===== src/rtl/mips_muldiv_pkg.sv =====
// Shared definitions for the MIPS multiply/divide unit: op codes,
// FSM state encoding and op classification helper.
package mips_muldiv_pkg;

  localparam logic [2:0] OP_MULT  = 3'b000;
  localparam logic [2:0] OP_MULTU = 3'b001;
  localparam logic [2:0] OP_DIV   = 3'b010;
  localparam logic [2:0] OP_DIVU  = 3'b011;
  localparam logic [2:0] OP_MTHI  = 3'b100;
  localparam logic [2:0] OP_MTLO  = 3'b101;

  typedef enum logic [1:0] {
    IDLE = 2'd0,
    RUN  = 2'd1,
    FIX  = 2'd2
  } state_e;

  // Multiply and divide ops occupy the lower half of the op space.
  function automatic logic is_muldiv(input logic [2:0] op);
    return ~op[2];
  endfunction

endpackage


===== src/rtl/muldiv_shift_engine.sv =====
// Iteration datapath for the multiply/divide unit. Works on unsigned
// magnitudes only: one shift-add multiply step or one restoring-divide
// step per enabled cycle, with a down-counter that marks the last step.
// The multiplier / dividend is loaded into the low word; the
// multiplicand / divisor is held in a separate operand register.
module muldiv_shift_engine #(
  parameter int WL = 32
) (
  input  logic          clk,
  input  logic          rst_n,
  input  logic          start,
  input  logic          step,
  input  logic          is_div,
  input  logic [WL-1:0] a,
  input  logic [WL-1:0] b,
  output logic          last,
  output logic [WL-1:0] acc,
  output logic [WL-1:0] lsw
);

  localparam int CW = $clog2(WL + 1);

  logic [WL:0]   acc_q, acc_d;
  logic [WL-1:0] lsw_q, lsw_d;
  logic [WL-1:0] opnd_q, opnd_d;
  logic [CW-1:0] cnt_q, cnt_d;

  logic [WL:0]   sum;
  logic [WL:0]   shifted;
  logic          ge;

  // Next-state for the shift register: load, then one iteration per step.
  always_comb begin
    sum     = acc_q + {1'b0, opnd_q};
    shifted = {acc_q[WL-1:0], lsw_q[WL-1]};
    ge      = (shifted >= {1'b0, opnd_q});
    acc_d   = acc_q;
    lsw_d   = lsw_q;
    opnd_d  = opnd_q;
    cnt_d   = cnt_q;
    if (start) begin
      acc_d  = '0;
      lsw_d  = a;
      opnd_d = b;
      cnt_d  = CW'(WL);
    end else if (step) begin
      cnt_d = cnt_q - CW'(1);
      if (is_div) begin
        // Partial remainder is WL+1 bits wide after the shift.
        acc_d = ge ? (shifted - {1'b0, opnd_q}) : shifted;
        lsw_d = {lsw_q[WL-2:0], ge};
      end else if (lsw_q[0]) begin
        acc_d = {1'b0, sum[WL:1]};
        lsw_d = {sum[0], lsw_q[WL-1:1]};
      end else begin
        acc_d = {1'b0, acc_q[WL:1]};
        lsw_d = {acc_q[0], lsw_q[WL-1:1]};
      end
    end
  end

  // Engine registers.
  always_ff @(posedge clk or negedge rst_n) begin
    if (!rst_n) begin
      acc_q  <= '0;
      lsw_q  <= '0;
      opnd_q <= '0;
      cnt_q  <= '0;
    end else begin
      acc_q  <= acc_d;
      lsw_q  <= lsw_d;
      opnd_q <= opnd_d;
      cnt_q  <= cnt_d;
    end
  end

  assign last = (cnt_q == CW'(1));
  assign acc  = acc_q[WL-1:0];
  assign lsw  = lsw_q;

endmodule


===== src/rtl/mips_muldiv_unit.sv =====
// Iterative multiply/divide unit with HI/LO registers.
// Optional macro MULDIV_DIVZERO_FLAG_EN adds the registered dz output.
//
// state | meaning
// IDLE  | waiting; MTHI/MTLO complete here in one cycle
// RUN   | WL engine iterations on unsigned magnitudes
// FIX   | sign correction, HI/LO write, done pulse
module mips_muldiv_unit
  import mips_muldiv_pkg::*;
#(
  parameter int WL = 32
) (
  input  logic          clk,
  input  logic          rst_n,
  input  logic          start,
  input  logic [2:0]    op,
  input  logic [WL-1:0] x,
  input  logic [WL-1:0] y,
  output logic          busy,
  output logic          done,
  output logic [WL-1:0] hi,
  output logic [WL-1:0] lo
`ifdef MULDIV_DIVZERO_FLAG_EN
  ,
  output logic          dz
`endif
);

  state_e        state_q, state_d;
  logic          is_div_q, is_div_d;
  logic          neg_res_q, neg_res_d;
  logic          neg_rem_q, neg_rem_d;
  logic          divz_q, divz_d;
  logic [WL-1:0] hi_q, hi_d;
  logic [WL-1:0] lo_q, lo_d;
  logic          done_q, done_d;
`ifdef MULDIV_DIVZERO_FLAG_EN
  logic          dz_q, dz_d;
`endif

  logic            signed_op, x_neg, y_neg;
  logic [WL-1:0]   x_mag, y_mag;
  logic            eng_start, eng_step, eng_last;
  logic [WL-1:0]   eng_acc, eng_lsw;
  logic [2*WL-1:0] prod, prod_fix;
  logic [WL-1:0]   quo_fix, rem_fix;

  muldiv_shift_engine #(.WL(WL)) u_engine (
    .clk    (clk),
    .rst_n  (rst_n),
    .start  (eng_start),
    .step   (eng_step),
    .is_div (is_div_q),
    .a      (x_mag),
    .b      (y_mag),
    .last   (eng_last),
    .acc    (eng_acc),
    .lsw    (eng_lsw)
  );

  // Operand magnitudes and sign-corrected results.
  always_comb begin
    signed_op = (op == OP_MULT) || (op == OP_DIV);
    x_neg     = signed_op & x[WL-1];
    y_neg     = signed_op & y[WL-1];
    x_mag     = x_neg ? -x : x;
    y_mag     = y_neg ? -y : y;
    prod      = {eng_acc, eng_lsw};
    prod_fix  = neg_res_q ? -prod : prod;
    quo_fix   = neg_res_q ? -eng_lsw : eng_lsw;
    rem_fix   = neg_rem_q ? -eng_acc : eng_acc;
  end

  // FSM next-state, HI/LO writes and done/dz generation.
  always_comb begin
    state_d   = state_q;
    is_div_d  = is_div_q;
    neg_res_d = neg_res_q;
    neg_rem_d = neg_rem_q;
    divz_d    = divz_q;
    hi_d      = hi_q;
    lo_d      = lo_q;
    done_d    = 1'b0;
`ifdef MULDIV_DIVZERO_FLAG_EN
    dz_d      = 1'b0;
`endif
    eng_start = 1'b0;
    eng_step  = 1'b0;
    case (state_q)
      IDLE: begin
        if (start) begin
          if (op == OP_MTHI) begin
            hi_d   = x;
            done_d = 1'b1;
          end else if (op == OP_MTLO) begin
            lo_d   = x;
            done_d = 1'b1;
          end else if (is_muldiv(op)) begin
            eng_start = 1'b1;
            is_div_d  = op[1];
            neg_res_d = x_neg ^ y_neg;
            neg_rem_d = x_neg;
            divz_d    = (y == '0);
            state_d   = RUN;
          end
        end
      end
      RUN: begin
        eng_step = 1'b1;
        if (eng_last) state_d = FIX;
      end
      FIX: begin
        if (is_div_q) begin
          // Divide by zero yields hi=x naturally; lo is forced to all ones.
          hi_d = rem_fix;
          lo_d = divz_q ? '1 : quo_fix;
        end else begin
          hi_d = prod_fix[2*WL-1:WL];
          lo_d = prod_fix[WL-1:0];
        end
        done_d  = 1'b1;
`ifdef MULDIV_DIVZERO_FLAG_EN
        dz_d    = is_div_q & divz_q;
`endif
        state_d = IDLE;
      end
      default: state_d = IDLE;
    endcase
  end

  // Control and architectural registers.
  always_ff @(posedge clk or negedge rst_n) begin
    if (!rst_n) begin
      state_q   <= IDLE;
      is_div_q  <= 1'b0;
      neg_res_q <= 1'b0;
      neg_rem_q <= 1'b0;
      divz_q    <= 1'b0;
      hi_q      <= '0;
      lo_q      <= '0;
      done_q    <= 1'b0;
`ifdef MULDIV_DIVZERO_FLAG_EN
      dz_q      <= 1'b0;
`endif
    end else begin
      state_q   <= state_d;
      is_div_q  <= is_div_d;
      neg_res_q <= neg_res_d;
      neg_rem_q <= neg_rem_d;
      divz_q    <= divz_d;
      hi_q      <= hi_d;
      lo_q      <= lo_d;
      done_q    <= done_d;
`ifdef MULDIV_DIVZERO_FLAG_EN
      dz_q      <= dz_d;
`endif
    end
  end

  assign busy = (state_q != IDLE);
  assign done = done_q;
  assign hi   = hi_q;
  assign lo   = lo_q;
`ifdef MULDIV_DIVZERO_FLAG_EN
  assign dz   = dz_q;
`endif

endmodule


===== config.mk =====
export PLATFORM = sky130hd
export DESIGN_NAME = mips_muldiv_unit
export DESIGN_NICKNAME = d
export VERILOG_FILES = /design/src/rtl/mips_muldiv_pkg.sv /design/src/rtl/muldiv_shift_engine.sv /design/src/rtl/mips_muldiv_unit.sv
export SDC_FILE = /design/constraint.sdc
export NUM_CORES = 1
export LEC_CHECK = 0
export BUFFER_PORTS_ARGS = -buffer_cell sky130_fd_sc_hd__buf_2
export CAP_MARGIN = 20
export CORE_ASPECT_RATIO = 1.75
export CORE_UTILIZATION = 61
export DETAILED_ROUTE_END_ITERATION = 16
export PLACE_DENSITY = 0.82
export SETUP_SLACK_MARGIN = 0.02
export SLEW_MARGIN = 20
export SYNTH_ARGS = -nofsm -noshare
export SYNTH_HDL_FRONTEND = slang
export SYNTH_SLANG_ARGS = --single-unit

===== constraint.sdc =====
create_clock -name clk -period 3.9 [get_ports clk]
set_input_delay 0.78 -clock clk [delete_from_list [all_inputs] [get_ports clk]]
set_output_delay 0.78 -clock clk [all_outputs]
set_load 0.01 [all_outputs]

Yosys cells after proc, flatten, opt, wreduce, memory -nomap -nowiden
Index checks and enable logic that the tools add are counted.
{"block": "word_totals", "regBits": 174, "in_bits": 70, "out_inout_bits": 66, "word_cells": 93}
{"block": "op_classes", "n_addsub": 8, "n_lt_le_gt_ge": 1, "n_eq_ne": 13, "n_mux": 42, "n_bitwise": 6, "reduce_logical": 11}
{"op": "32-bit 2-to-1 mux", "count": 17}
{"op": "33-bit 2-to-1 mux", "count": 4}
{"op": "32-bit negator", "count": 4}
{"op": "32-bit case mux with 2 select lines", "count": 2}
{"op": "64-bit 2-to-1 mux", "count": 1}
{"op": "64-bit negator", "count": 1}
{"op": "33-bit by 32-bit adder with 33-bit output", "count": 1}
{"op": "33-bit by 32-bit greater-or-equal comparator with 1-bit output", "count": 1}
{"op": "33-bit by 32-bit subtractor with 33-bit output", "count": 1}
{"op": "32-bit logical NOT", "count": 1}
{"op": "2-bit != test (second input constant)", "count": 7}
{"op": "6-bit 2-to-1 mux", "count": 2}
{"op": "2-bit 2-to-1 mux", "count": 5}
{"op": "5-bit AND reduction", "count": 2}
{"op": "1-bit 2-to-1 mux", "count": 9}
{"op": "3-bit == test (second input constant)", "count": 2}
{"op": "6-bit by 1-bit == test with 1-bit output (second input constant)", "count": 1}
{"op": "2-bit nonzero test", "count": 3}
{"op": "6-bit by 1-bit subtractor with 6-bit output (second input constant)", "count": 1}
{"op": "2-bit case mux with 2 select lines", "count": 1}
{"op": "4-bit AND reduction", "count": 1}
{"op": "3-bit by 2-bit == test with 1-bit output (second input constant)", "count": 1}
{"op": "3-bit logical NOT", "count": 1}
{"op": "1-bit inverter", "count": 3}
{"op": "other kinds (8)", "count": 9}

Logic depth before layout (Yosys ltp)
Gate-level depths: netlist of the first run.
{"block": "logic_depth", "word_depth": 6, "ltp_mapped": 15, "mapped_depth_nobuf": 14}

By module
From an unflattened synthesis of the first run, not the netlist that was laid out.
{"block": "unflattened", "hier_cells": 1955, "area_unflattened_um2": 15529.9}
{"module": "muldiv_shift_engine", "n_inst": 1, "cells_each": 1120, "area_per_inst_um2": 8952.3, "seq_area_each_um2": 2577.5}
{"module": "mips_muldiv_unit", "n_inst": 1, "cells_each": 835, "area_per_inst_um2": 6577.6, "seq_area_each_um2": 1776.7}

Worst setup path before layout of the first run
Ideal clock, no wire load.
{"block": "synth_path", "path_kind": "flip-flop to flip-flop", "startpoint": "register u_engine.lsw_q[31], in the netlist u_engine.lsw[31]", "endpoint": "register u_engine.acc_q[28]", "setup_ns": 0.122, "arrival_ns": 3.106, "t_required_ns": 3.778, "slack_ns": 0.672, "stages_incl_launch_ff": 15, "path_buffers": 0, "synth_period_minus_slack_ns": 3.228, "path_cell_list": "dfrtp_1 -> inv_1 -> ha_1 -> inv_1 -> fa_1 -> a21o_1 -> a31o_2 -> o21ai_0 -> a21oi_1 -> a41oi_1 -> o21ai_0 -> o41ai_1 -> xnor2_1 -> nand3_1 -> a32o_1"}
{"block": "synth_between", "elab_chain_cells": 5, "word_cells_on_any_way": 6, "classes_between": "1 x add/sub; 1 x order compare; 4 x mux"}
{"item": "start, declared", "line_no": "muldiv_shift_engine.sv:24", "text": "logic [WL-1:0] lsw_q, lsw_d;"}
{"item": "start signal, assigned", "line_no": "muldiv_shift_engine.sv:71", "text": "lsw_q <= lsw_d;"}
{"item": "33-bit by 32-bit subtractor with 33-bit output or 33-bit by 32-bit greater-or-equal comparator with 1-bit output (tied branches)", "line_no": "muldiv_shift_engine.sv:50, muldiv_shift_engine.sv:36"}
{"item": "33-bit 2-to-1 mux (*)", "line_no": "muldiv_shift_engine.sv:50", "text": "acc_d = ge ? (shifted - {1'b0, opnd_q}) : shifted;"}
{"item": "33-bit 2-to-1 mux (*)", "line_no": "muldiv_shift_engine.sv:48", "text": "if (is_div) begin"}
{"item": "33-bit 2-to-1 mux (*)", "line_no": "muldiv_shift_engine.sv:46", "text": "end else if (step) begin"}
{"item": "33-bit 2-to-1 mux (*)", "line_no": "muldiv_shift_engine.sv:41", "text": "if (start) begin"}
{"item": "end signal, assigned", "line_no": "muldiv_shift_engine.sv:65", "text": "acc_q <= '0;"}
{"item": "end signal, assigned", "line_no": "muldiv_shift_engine.sv:70", "text": "acc_q <= acc_d;"}
{"item": "end, declared", "line_no": "muldiv_shift_engine.sv:23", "text": "logic [WL:0] acc_q, acc_d;"}
Mark *: on every way between the ends. The rest lies on a longest branch, timed or not. The select of a mux whose other input is x is not followed.
A chain may end at the register's enable or synchronous reset.

Worst setup path in the final report of the first run
Same ends and word-level chain as after synthesis.

==> out/metrics.cfg, run 1 <==
[outcome]
status=finished clean

[floorplanning]
die_h_um=208
fp.dieArea_um2=24800
start_util=0.627
rows=74
boundaryPins=136
core-area_um2=23500
die_w_um=120

[power]
pwr-share-clk=0.107
power.switching_mw=8.71
seqPwrFrac=0.208
leakage_nw=7.28
swShare=0.489
ir_worst_vdd_v=0.000528
p_per_area_nw_per_um2=1080
p_int_mw=9.12
combPwrFrac=0.685

[synthesis]
synth-main-ff-cell=dfrtp_1
ys_seq_elements=174
syn_nets=1977
async_flop_share=1.00
yosysWarnings=0
yosysTopAreaCellShare=0.295
post_synth.cell_area_avg_um2=8.03
netlist_top_cells_count=nand2_1, dfrtp_1, o21ai_0
synth_cells=1835
synth-edff-count=0
seq_area_frac_synth=0.295
synthTopCellsByArea=dfrtp_1, ha_1, xnor2_1, o21ai_0, nand2_1
synth_top_cell_by_area=dfrtp_1
syn_area_um2=14700
yosysUniqueCellTypes=83
synth_most_common_cell=nand2_1

[sta]
setup-violations-final=0
slew_headroom=0.259
setup_tns_ps=0
rsz0062_at_grt=no
finalMaxSlewViolations=0
period_needed_ps=3690
min_period_over_period=0.947
hold_viol=0
worstMarginPinSlew_ps=1110
max_freq_ghz=0.271
skew_ps=9.74

[final_layout]
antenna_cells=0
drive_gt1_frac=0.147
num-fill-cells=1951
syn_to_final_growth_pct=12.3
final_nets=2077
final_cell_count_no_fill=2252

[setup_path]
cp-startpoint=u_engine.lsw[31]
cp.buffers_inverters=3
critPathRequiredTime_ps=4250
crit_family=compound AO/OA/AOI/OAI gates
cpPeakStageDelay_ps=400
r2r_start=u_engine.lsw[31]
path_class=flip-flop to flip-flop
cp.arrival_ps=4050
crit_path_top_delay_cell=fa_1
cp-end-kind=flip-flop
path_common_cell=inv_1
cp_cell_sequence=inv_1 > ha_1 > inv_1 > fa_1 > a21o_1 > a31o_2 > o21ai_1 > a21oi_1 > a41oi_1 > o21ai_0 > o41ai_1 > buf_4 > xnor2_1 > nand3_1 > a32o_1
start_kind=flip-flop
critical_path.max_fanout=3

[route]
routed_wl_um=47400
dr.pass1.iters=9
wl_per_cell_um=21.1
drt_iter0_drc=1083
ant_nets=0
vias=14700
drt-vias-per-instance=6.53
drcViolationCount=0

[grt]
antenna_found_initial=0
track_usage=0.388
grt_first_pass_wirelength_um=75100
overflow=0
grt_pass1_vias=14500
grt_max_degree=84

[placement]
place_inst=2220
place.gp.congestion=1.02
io_buffers=135
hpwl_um=35700

[clock_tree]
clkTransAtPathRegs_ps=70
cts.sinks=174
hold_buffers=0
cts-root-buf=clkbuf_16
cts_max_path_buffers=2
htreeDepth=4
cts_buffers=17
clk_latency_ps=470
cts_tree=done

[worst_hold_path]
min_path_type=input pin to async pin

[flow_run]
maxCapViolCount=0

-- cell type report --
cell class              instances  area (um2)  area share
clock buffers                  24         492      0.0297
repair buffers                201        1230      0.0741
inverters                      67         251      0.0152
multi-input cells            1474        9690       0.586
flip-flops and latches        174        4360       0.263
clock inverters                 8         154     0.00929
well taps                     304         380      0.0230
-- what timing repair did --
action	in CTS	in global routing
buffers inserted	0	0
resized for setup	0	1
endpoints found under the setup margin	0	2
-- layout by cell type, fill, tap and decap left out, types with 15 or more instances in the layout --
cell and instances:
a211oi_1 36, a21o_1 40, a21oi_1 138, and3_1 15, buf_2 134, buf_4 62
clkbuf_16 17, dfrtp_1 173, ha_1 70, inv_1 66, mux2i_1 57, nand2_1 186
nand2b_1 17, nand3_1 50, nor2_1 121, nor2b_1 17, nor3_1 30, nor4_1 16
o211ai_1 43, o21ai_0 161, o21ai_1 47, o22ai_1 35, o31ai_1 26, or3_1 20
xnor2_1 97, xor2_1 71
-- state kept, by name (all words and copies together), names as in the netlist --
register         flops
divz_q               1
done                 1
hi                  32
is_div_q             1
lo                  32
neg_rem_q            1
neg_res_q            1
state_q              2
u_engine.acc_q      33
u_engine.cnt_q       6
u_engine.lsw        32
u_engine.opnd_q     32
-- path summary, 6_finish.rpt --
check                                     end  slack, ps  cells past startpoint
max in group asynchronous              hi[19]       2590                      3
min                                    lo[25]        280                      1
max reg2reg                u_engine.acc_q[28]        210                     15
min in group clk                       lo[17]        470                      2
max                        u_engine.acc_q[28]        210                     15
min reg2reg                            lo[17]        470                      2
-- worst register-to-register path, delay by kind of cell (launching register included) --
kind / cells / cell delay (ps)
xor gates and xnor gates: 1 / 100
and+or+nand+nor: 1 / 90
AOI/OAI and AO/OA: 8 / 2090
DFF: 1 / 370
buffers and inverters: 3 / 350
adders and majority gates: 2 / 580
-- per-stage QoR --
| stage | utilization | hold slack (ps) | power (mW) | area (um2) | worst slack (ps) |
|---|---|---|---|---|---|
| final | 0.704 | 285 | 17.8 | 16600 | 206 |
| after global routing | 0.704 | 337 | 19.1 | 16600 | 53.3 |
| after CTS | 0.704 | 318 | 17.6 | 16600 | 222 |
| after detailed placement | 0.677 | 465 | 15.6 | 15900 | 109 |
| after global placement | 0.677 | 455 | 15.3 | 15900 | 167 |
| after floorplan | - | 471 | 12.2 | 14700 | 672 |
-- per-layer routing --
layer,vias up,GRT usage,wire (um)
met5,-,0,0
met4,0,0.284,3560
met1,6990,0.407,16900
met2,633,0.687,24300
li1,6871,-,-
met3,204,0.0662,2620
-- power by group through the flow --
stage | combinational (mW) | clock (mW) | sequential [mW]
after detailed placement | 11.9 | 0 | 3.70
after global placement | 11.6 | 0 | 3.65
after CTS | 12.0 | 1.91 | 3.67
after global routing | 13.3 | 1.99 | 3.80
final | 12.2 | 1.91 | 3.71
after floorplan | 8.62 | 0 | 3.60
-- cell families (layout without fill, tap and decap cells) --
kind of cell | after synthesis | in the layout | synth area share
compound gates | 624 | 624 | 0.267
xor+xnor | 168 | 168 | 0.0998
flops | 174 | 174 | 0.295
fa+ha+maj | 72 | 72 | 0.0621
simple gates | 543 | 543 | 0.180
buf+inv | 187 | 300 | 0.0486
mux | 67 | 67 | 0.0463
Note: power is estimated with default switching activity, not from simulation.
==> inputs of run 2 (changes only) <==
Settings changed: SETUP_SLACK_MARGIN 0.02 to 0.3.
==> run 2 against run 1 <==
Against the previous run:
- die area is the same
- clock power is essentially flat
- hold slack lost 1.8 ps
- critical path depth is the same
- via count grew 0.76%
- first-iteration DRC count grew 1.7%
- sequential cell count is the same
- count of clock-buffer cells in the layout is the same
- fmax grew 6.4%
- cell count is the same
- critical endpoint unchanged
- largest cell class unchanged
- highest routed layer unchanged
==> out/metrics.cfg, run 2 (synthesis results as in run 1) <==
[setup_path]
path_class=flip-flop to flip-flop  ; unchanged
crit_family=compound AO/OA/AOI/OAI gates  ; unchanged
cp-startpoint=u_engine.lsw[31]  ; unchanged
critical_path.max_fanout=3  ; unchanged
cp_cell_sequence=inv_1 > ha_1 > inv_1 > fa_1 > a21o_1 > a31o_2 > o21ai_2 > a21oi_1 > a41oi_2 > o21ai_0 > o41ai_1 > buf_4 > xnor2_1 > nand3_1 > a32o_1  ; was inv_1 > ha_1 > inv_1 > fa_1 > a21o_1 > a31o_2 > o21ai_1 > a21oi_1 > a41oi_1 > o21ai_0 > o41ai_1 > buf_4 > xnor2_1 > nand3_1 > a32o_1
cp.buffers_inverters=3  ; unchanged
start_kind=flip-flop  ; unchanged
critPathRequiredTime_ps=4260  ; was 4250 ps
crit_end=u_engine.acc_q[28]  ; unchanged
r2r_setup_slack_ps=430  ; was 210 ps
path_common_cell=inv_1  ; unchanged
crit_path_top_delay_cell=fa_1  ; unchanged
cp-end-kind=flip-flop  ; unchanged
rr_endpoint=u_engine.acc_q[28]  ; unchanged
cp.depth=15  ; unchanged
r2r_start=u_engine.lsw[31]  ; unchanged
cpPeakStageDelay_ps=400  ; about the same
cp.arrival_ps=3830  ; was 4050 ps
reg2reg_depth=15  ; unchanged

[final_layout]
final_cell_mix=nand2_1, dfrtp_1, o21ai_0, a21oi_1, buf_2  ; unchanged
drive_gt1_frac=0.151  ; was 0.147
largest_reg_flops=33  ; unchanged
top_register=u_engine.acc_q  ; unchanged
antenna_cells=0  ; unchanged
final_cell_count_no_fill=2252  ; unchanged
syn_to_final_growth_pct=12.7  ; was 12.3%
final_nets=2077  ; unchanged
layout_commonest_cell=nand2_1  ; unchanged

[clock_tree]
cts.sinks=174  ; unchanged
htreeDepth=4  ; unchanged
clkTransAtPathRegs_ps=70  ; about the same
clk_latency_ps=470  ; about the same
cts-root-buf=clkbuf_16  ; unchanged
cts_max_path_buffers=2  ; unchanged
cts_tree=done  ; unchanged
cts_buffers=17  ; unchanged

[sta]
hold_slack_ps=283  ; was 285 ps
setup-violations-final=0  ; unchanged
skew_ps=11.5  ; was 9.74 ps
min_period_over_period=0.890  ; was 0.947
worstMarginPinSlew_ps=1120  ; was 1110 ps
setup_tns_ps=0  ; unchanged
max_freq_ghz=0.288  ; was 0.271 GHz
rsz0062_at_grt=yes  ; was no
slew_headroom=0.252  ; was 0.259
period_needed_ps=3470  ; was 3690 ps
hold_viol=0  ; unchanged
finalMaxSlewViolations=0  ; unchanged

[grt]
grt_max_degree=84  ; unchanged
grt_pass1_vias=14500  ; unchanged
overflow=0  ; unchanged
antenna_found_initial=0  ; unchanged
track_usage=0.388  ; unchanged
grt_first_pass_wirelength_um=75100  ; unchanged

[route]
wl_per_cell_um=21.1  ; about the same
routed_wl_um=47500  ; was 47400 um
vias=14800  ; was 14700
drcViolationCount=0  ; unchanged
drt_iter0_drc=1101  ; was 1083
ant_nets=0  ; unchanged
drt-vias-per-instance=6.58  ; was 6.53
dr.pass1.iters=8  ; was 9

[floorplanning]
start_util=0.627  ; unchanged
fp.dieArea_um2=24800  ; unchanged
die_w_um=120  ; unchanged
boundaryPins=136  ; unchanged
rows=74  ; unchanged
die_h_um=208  ; unchanged
core-area_um2=23500  ; unchanged

[flow_run]
maxCapViolCount=0  ; unchanged

[placement]
hpwl_um=35700  ; unchanged
io_buffers=135  ; unchanged
place.gp.congestion=1.02  ; unchanged
place_inst=2220  ; unchanged

[outcome]
status=finished clean  ; unchanged

[power]
leakage_nw=7.29  ; was 7.28 nW
ir_worst_vdd_v=0.000527  ; was 0.000528 V
p_per_area_nw_per_um2=1080  ; about the same

[worst_hold_path]
min_path_type=input pin to async pin  ; unchanged

run 2: routing by layer:
layer | vias to the layer above | share of wire | track usage
li1 | 6866 | - | -
met1 | 7040 | 0.35 | 0.407
met2 | 697 | 0.51 | 0.687
met3 | 207 | 0.059 | 0.0662
met4 | 0 | 0.076 | 0.284
met5 | - | 0 | 0
run 2: how the worst min path moves through the flow:
stage / start / end / slack (ps) / cells past startpoint
2_1_floorplan: divz_q / divz_q / 470 / 2
3_3_place_gp: lo[21] / lo[21] / 460 / 1
6_report: rst_n / lo[25] / 280 / 1
5_1_grt: rst_n / lo[25] / 340 / 1
4_1_cts: rst_n / lo[25] / 320 / 1
3_5_place_dp: lo[18] / lo[18] / 460 / 2
run 2: cell type report:
class,count,area (um2)
multi-input cells,1474,9740
fillers,1939,6910
flip-flops and latches,174,4360
repair buffers,201,1230
clock buffers,24,492
well taps,304,380
inverters,67,251
clock inverters,8,154
run 2: timing repair:
item,CTS,global route
endpoints found under the setup margin,1,28
endpoints found under the hold margin,0,0
setup buffers,0,0
gates resized for setup,1,9
pin swaps,0,2
hold buffers,0,0
run 2: where the power goes:
group | switching (mW) | total (mW) | internal (mW)
sequential | 0.996 | 3.71 | 2.71
clock | 0.775 | 1.92 | 1.14
combinational | 7.01 | 12.3 | 5.30
run 2: through the flow:
| step | util | instance area [um2] | total power [mW] | setup slack [ps] |
|---|---|---|---|---|
| floorplan | - | 14700 | 12.2 | 672 |
| global placement | 0.677 | 15900 | 15.3 | 167 |
| detailed placement | 0.677 | 15900 | 15.6 | 109 |
| CTS | 0.704 | 16600 | 17.6 | 320 |
| global route | 0.706 | 16600 | 19.2 | 231 |
| finish | 0.706 | 16600 | 17.9 | 429 |
